$ cat config.mk
export PLATFORM = sky130hd
export DESIGN_NAME = instr_fetch_sequencer
export DESIGN_NICKNAME = d
export VERILOG_FILES = /design/src/rtl/instr_fetch_sequencer.sv
export SDC_FILE = /design/constraint.sdc
export NUM_CORES = 1
export LEC_CHECK = 0
export ABC_AREA = 0
export CAP_MARGIN = 20
export CORE_ASPECT_RATIO = 1.25
export CORE_MARGIN = 2
export CORE_UTILIZATION = 40
export CTS_CLUSTER_SIZE = 12
export DETAILED_ROUTE_END_ITERATION = 8
export PLACE_DENSITY = 0.85
export SYNTH_ARGS = -nofsm -noshare
export SYNTH_HDL_FRONTEND = slang
export SYNTH_SLANG_ARGS = --single-unit
export TNS_END_PERCENT = 5
$ cat constraint.sdc
create_clock -name clk -period 4 [get_ports clk]
set_input_delay 0.8 -clock clk [delete_from_list [all_inputs] [get_ports clk]]
set_output_delay 0.8 -clock clk [all_outputs]
set_load 0.05 [all_outputs]
$ cat src/rtl/instr_fetch_sequencer.sv
// Fetch/issue sequencer: owns the PC, fetches instructions into IR over a req/ready port,
// hands each one to the datapath controller via its s/w handshake and stops on HALT.
module instr_fetch_sequencer #(
  parameter int                ADDR_W      = 9,
  parameter int                INSTR_W     = 16,
  parameter logic [ADDR_W-1:0] RESET_PC    = '0,
  parameter logic [2:0]        HALT_OPCODE = 3'b111,
  parameter int                CNT_W       = 16
) (
  input  logic               clk,
  input  logic               reset,
  input  logic               run,
  output logic [ADDR_W-1:0]  mem_addr,
  output logic               mem_rd,
  input  logic               mem_ready,
  input  logic [INSTR_W-1:0] mem_rdata,
  output logic [INSTR_W-1:0] ir,
  output logic               exec_s,
  input  logic               exec_w,
  output logic [ADDR_W-1:0]  pc,
  output logic               halted,
  output logic [CNT_W-1:0]   retired
);

  typedef enum logic [2:0] {
    IDLE   = 3'd0,
    FETCH  = 3'd1,
    DECODE = 3'd2,
    START  = 3'd3,
    ACK    = 3'd4,
    BUSY   = 3'd5,
    HALT   = 3'd6
  } state_t;

  state_t state;
  state_t state_next;
  logic   capture;
  logic   retire;

  // State, PC, IR and retire counter registers
  always_ff @(posedge clk) begin
    if (reset) begin
      state   <= IDLE;
      pc      <= RESET_PC;
      ir      <= '0;
      retired <= '0;
    end else begin
      state <= state_next;
      if (capture) begin
        ir <= mem_rdata;
      end
      if (retire) begin
        pc <= pc + {{(ADDR_W-1){1'b0}}, 1'b1};
        // Saturate rather than wrap so a long run never reports a small count
        if (retired != {CNT_W{1'b1}}) begin
          retired <= retired + {{(CNT_W-1){1'b0}}, 1'b1};
        end
      end
    end
  end

  // Next-state logic with IR capture and retire strobes
  always_comb begin
    state_next = state;
    capture    = 1'b0;
    retire     = 1'b0;
    case (state)
      IDLE: begin
        if (run) state_next = FETCH;
        else     state_next = IDLE;
      end
      FETCH: begin
        if (mem_ready) begin
          capture    = 1'b1;
          state_next = DECODE;
        end else begin
          state_next = FETCH;
        end
      end
      DECODE: begin
        if (ir[INSTR_W-1 -: 3] == HALT_OPCODE) state_next = HALT;
        else if (exec_w)                      state_next = START;
        else                                  state_next = DECODE;
      end
      START: state_next = ACK;
      ACK: begin
        if (!exec_w) state_next = BUSY;
        else         state_next = ACK;
      end
      BUSY: begin
        if (exec_w) begin
          retire     = 1'b1;
          state_next = run ? FETCH : IDLE;
        end else begin
          state_next = BUSY;
        end
      end
      HALT:    state_next = HALT;
      default: state_next = IDLE;
    endcase
  end

  assign mem_rd   = (state == FETCH);
  assign exec_s   = (state == START);
  assign halted   = (state == HALT);
  assign mem_addr = pc;

endmodule

# [After elaboration in Yosys (flattened, before gate mapping)]
# Index checks and enable logic that the tools add are counted.
[totals] register_bits=44 word_cells=27 in_bits=21 output_inout_bits=53
[op_classes] mux=11 eq_ne=8 n_addsub=2 n_reduce_logical=2
[ops] op="$pmux 3 s7" n=1
[ops] op="$add 16x1->16 const B" n=1
[ops] op="$ne 16x16->1 const B" n=1
[ops] op="$eq 3x3->1 const B" n=4
[ops] op="$add 9x1->9 const B" n=1
[ops] op="$mux 1" n=7
[ops] op="$eq 3x2->1 const B" n=2
[ops] op="$mux 3" n=2
[ops] op="$eq 3x1->1 const B" n=1
[ops] op="$logic_not 3->1" n=1
[ops] op="$mux 2" n=1
[ops] op="$reduce_and 2->1" n=1

# [Logic depth before layout (Yosys ltp)]
[logic_depth] word_depth=3 mapped_depth=7 mapped_depth_nobuf=5

# [Worst setup path after synthesis]
# Ideal clock, no wire load.
[synth_timing] path_type="reg-to-reg" startpoint="register state[2]" endpoint="register ir[13]" t_required_ns=3.868 path_stages_with_launch=7 synth_period_minus_slack_ns=2.608 setup_ns=0.132 path_buffers=2 path_slack_ns=1.392 arrival_time_ns=2.476 cell_sequence="dfxtp_1 buf_4 nor3b_1 nand2_1 clkbuf_1 nand2_1 a21oi_1"
[synth_via] elab_chain_len=2
[synth_lines] element="start, declared" line_no="35" rtl="state_t state;"
[synth_lines] element="start signal, assigned" line_no="48" rtl="state <= state_next;"
[synth_lines] element="$eq 3x1->1"
[synth_lines] element="net mem_rd" line_no="14" rtl="output logic mem_rd,"
[synth_lines] element="$mux 1" line_no="67" rtl="case (state)"
[synth_lines] element="end signal, assigned" line_no="50" rtl="ir <= mem_rdata;"
[synth_lines] element="end, declared" line_no="17" rtl="output logic [INSTR_W-1:0] ir,"
# The timed path passes the listed nets, and every way through them passes these cells.
# A chain may end at the register's enable or synchronous reset.

# [Worst setup path in the final report]
[layout_timing] startpoint="register state[0]" endpoint="output port mem_rd"
[layout_via] elab_chain_len=1
[layout_lines] element="$eq 3x1->1" line_no="103" rtl="assign mem_rd = (state == FETCH);"
[layout_lines] element="end, declared" line_no="14"
# Every way passes these cells.

==> flow_summary.json <==
{
  "hold_path.class": "reg2reg",
  "ant_nets": 0,
  "power_frac_clock": 0.378,
  "pre_cts_ws_ns": 1.15,
  "p_leak_nw": 0.939,
  "clock_path_buffers": 2,
  "placed_cell_area_um2": 2750,
  "cts_buffers": 5,
  "internal-power_mw": 0.676,
  "synth.area.top_cells": "dfxtp_1 42%, nand2_1 7.8%, a21oi_1 7.7%",
  "maxCapViolCount": 0,
  "core_region_area_um2": 5040,
  "layout.nets": 332,
  "io_pins": 74,
  "row_count": 29,
  "tns_ns": 0,
  "hold_viol": 0,
  "gp_congestion": 0.818,
  "tightest_slew_ns": 0.532,
  "dp_hpwl_mm": 3.40,
  "fin_ws_ns": 1.18,
  "use_met2": 0.284,
  "post_cts_buffers": 0,
  "synth_top_area_share": 0.424,
  "ys_types": 38,
  "ys_ff_latch": 44,
  "slew_viol_final": 0,
  "dieWidth_um": 68.4,
  "grt_pass1_wl_mm": 7.86,
  "area_growth_syn_to_layout_pct": 38.3,
  "cts_resized": 0,
  "synthArstFlopShare": 0,
  "critPathRequiredTime_ns": 3.20,
  "port_buffers": 73,
  "diodes": 0,
  "drc_errors": 0,
  "synth-edff-count": 0,
  "avgViaCountPerCell": 5.33,
  "skew_ns": 0.00665,
  "startpoint_type": "flip-flop",
  "syn_area_per_cell_um2": 8.30,
  "holdWs_ns": 0.455,
  "grt_max_degree": 33,
  "drt_iter0_drc": 77,
  "die_h_um": 84.5,
  "finalCritPeriodShare": 0.706,
  "cts-root-buf": "clkbuf_8",
  "syn_area_um2": 2080,
  "grt_pass1_vias": 1850,
  "yosysTopAreaCell": "dfxtp_1",
  "switching_share": 0.250,
  "cp_data_arrival_time_ns": 2.02,
  "status": "complete, no violations",
  "met1_usage": 0.196,
  "clk_latency_ns": 0.30,
  "cts_hold_buf": 0,
  "clk_pin_slew_ns": 0.09,
  "grt_overflow": 0,
  "pwr-share-seq": 0.505,
  "grt_util_met3": 0.0697,
  "start_util": 0.412,
  "combPwrFrac": 0.117,
  "setup_viol": 0,
  "ys_seq_area_frac": 0.424,
  "period_minus_slack_ns": 2.82,
  "drive_gt1_frac": 0.0548,
  "cts_tree": "built",
  "synth_most_common_cell": "dfxtp_1",
  "drt-total-wl_mm": 4.72,
  "critPathMaxFanout": 10,
  "p_per_area_nw_per_um2": 314,
  "vias": 1982,
  "numClockSinks": 44,
  "synth_warnings": 0,
  "grt.total_usage": 0.171,
  "detail_route.first_pass.iterations": 4,
  "wl_per_cell_um": 12.7,
  "syn_nets": 273,
  "path_class": "reg2out",
  "antenna_found_initial": 0,
  "max_slew_margin": 0.643,
  "rsz0062_at_grt": "no",
  "synth_flop_cell": "dfxtp_1",
  "cts_max_level": 2,
  "switchingPower_mw": 0.225,
  "ir_drop_uv": 195,
  "fmax_mhz": 354,
  "die_area_um2": 5790,
  "synthCells": 250,
  "top_usage_layer": "met2",
  "crit_path_end_kind": "output port",
  "post-route-cell-area_um2": 2870,
  "synth_common_cells": "44 x dfxtp_1, 43 x nand2_1, 32 x a21oi_1"
}
placed cells by master (no fill, tap or decap), drive strengths merged, types with 2 or more instances in the layout:
| master | count |
|---|---|
| a21oi | 32 |
| inv | 5 |
| clkbuf | 5 |
| dfxtp | 44 |
| clkdlybuf4s50 | 73 |
| or4 | 6 |
| and4 | 6 |
| nor2b | 5 |
| and3 | 5 |
| nor2 | 13 |
| xnor2 | 5 |
| or3 | 5 |
| ha | 2 |
| nand4 | 10 |
| nor4 | 5 |
| o31ai | 7 |
| mux2 | 3 |
| xor2 | 2 |
| nor3b | 3 |
| nand2 | 44 |
| nor3 | 5 |
| buf | 2 |
| o21ai | 6 |
| nand3 | 5 |
routing by layer:
layer	vias to the layer above	share of wire
met5	-	0
met4	0	0.012
met3	5	0.089
met2	68	0.47
met1	910	0.43
li1	999	-
registers in the layout, summed over array words and instances (netlist names):
signal and count:
ir 16, retired 16, mem_addr 9, state 3
stage by stage:
| stage | total power [mW] | instances | utilization |
|---|---|---|---|
| 2_1_floorplan | 0.528 | 250 | - |
| 3_3_place_gp | 0.569 | 363 | 0.544 |
| 3_5_place_dp | 0.570 | 363 | 0.544 |
| 4_1_cts | 0.908 | 371 | 0.566 |
| 5_1_grt | 0.934 | 372 | 0.569 |
| 6_report | 0.901 | 372 | 0.569 |
power groups by stage:
stage	Clock, mW	Combinational, mW	Sequential [mW]
after floorplan	0	0.0398	0.488
after global placement	0	0.103	0.465
after detailed placement	0	0.104	0.466
after CTS	0.348	0.104	0.455
after global routing	0.363	0.114	0.457
final	0.341	0.105	0.455
final cells by class:
type                            count  area (µm²)
Fill cell                         453        2170
Multi-Input combinational cell    178        1030
Sequential cell                    44         881
Timing Repair Buffer               75         753
Tap cell                           62        77.6
Clock buffer                        5        68.8
Clock inverter                      3        42.5
Inverter                            5        18.8
kinds of logic after synthesis:
| kind of cell | synth area share |
|---|---|
| AOI/OAI and AO/OA | 0.132 |
| xor gates and xnor gates | 0.0295 |
| adders and majority gates | 0.0121 |
| buffers and inverters | 0.0796 |
| DFF | 0.424 |
| muxes | 0.0163 |
| and+or+nand+nor | 0.306 |
critical path, cell delays in order (launching register included):
cell and delay (ns):
dfxtp_1 0.47, nor3b_1 0.37, clkdlybuf4s50_1 0.89
final timing paths:
| check | depth (start not counted) | slack (ns) | startpoint | end |
|---|---|---|---|---|
| setup / recovery | 2 | 1.18 | state[0]$_SDFF_PP0_ | mem_rd |
| hold / removal | 2 | 0.46 | ir[8]$_SDFFE_PP0P_ | ir[8]$_SDFFE_PP0P_ |
| setup reg to reg | 4 | 1.99 | state[0]$_SDFF_PP0_ | retired[10]$_SDFFE_PP0P_ |
| hold reg to reg | 2 | 0.46 | ir[8]$_SDFFE_PP0P_ | ir[8]$_SDFFE_PP0P_ |
(Power assumes the default switching activity.)
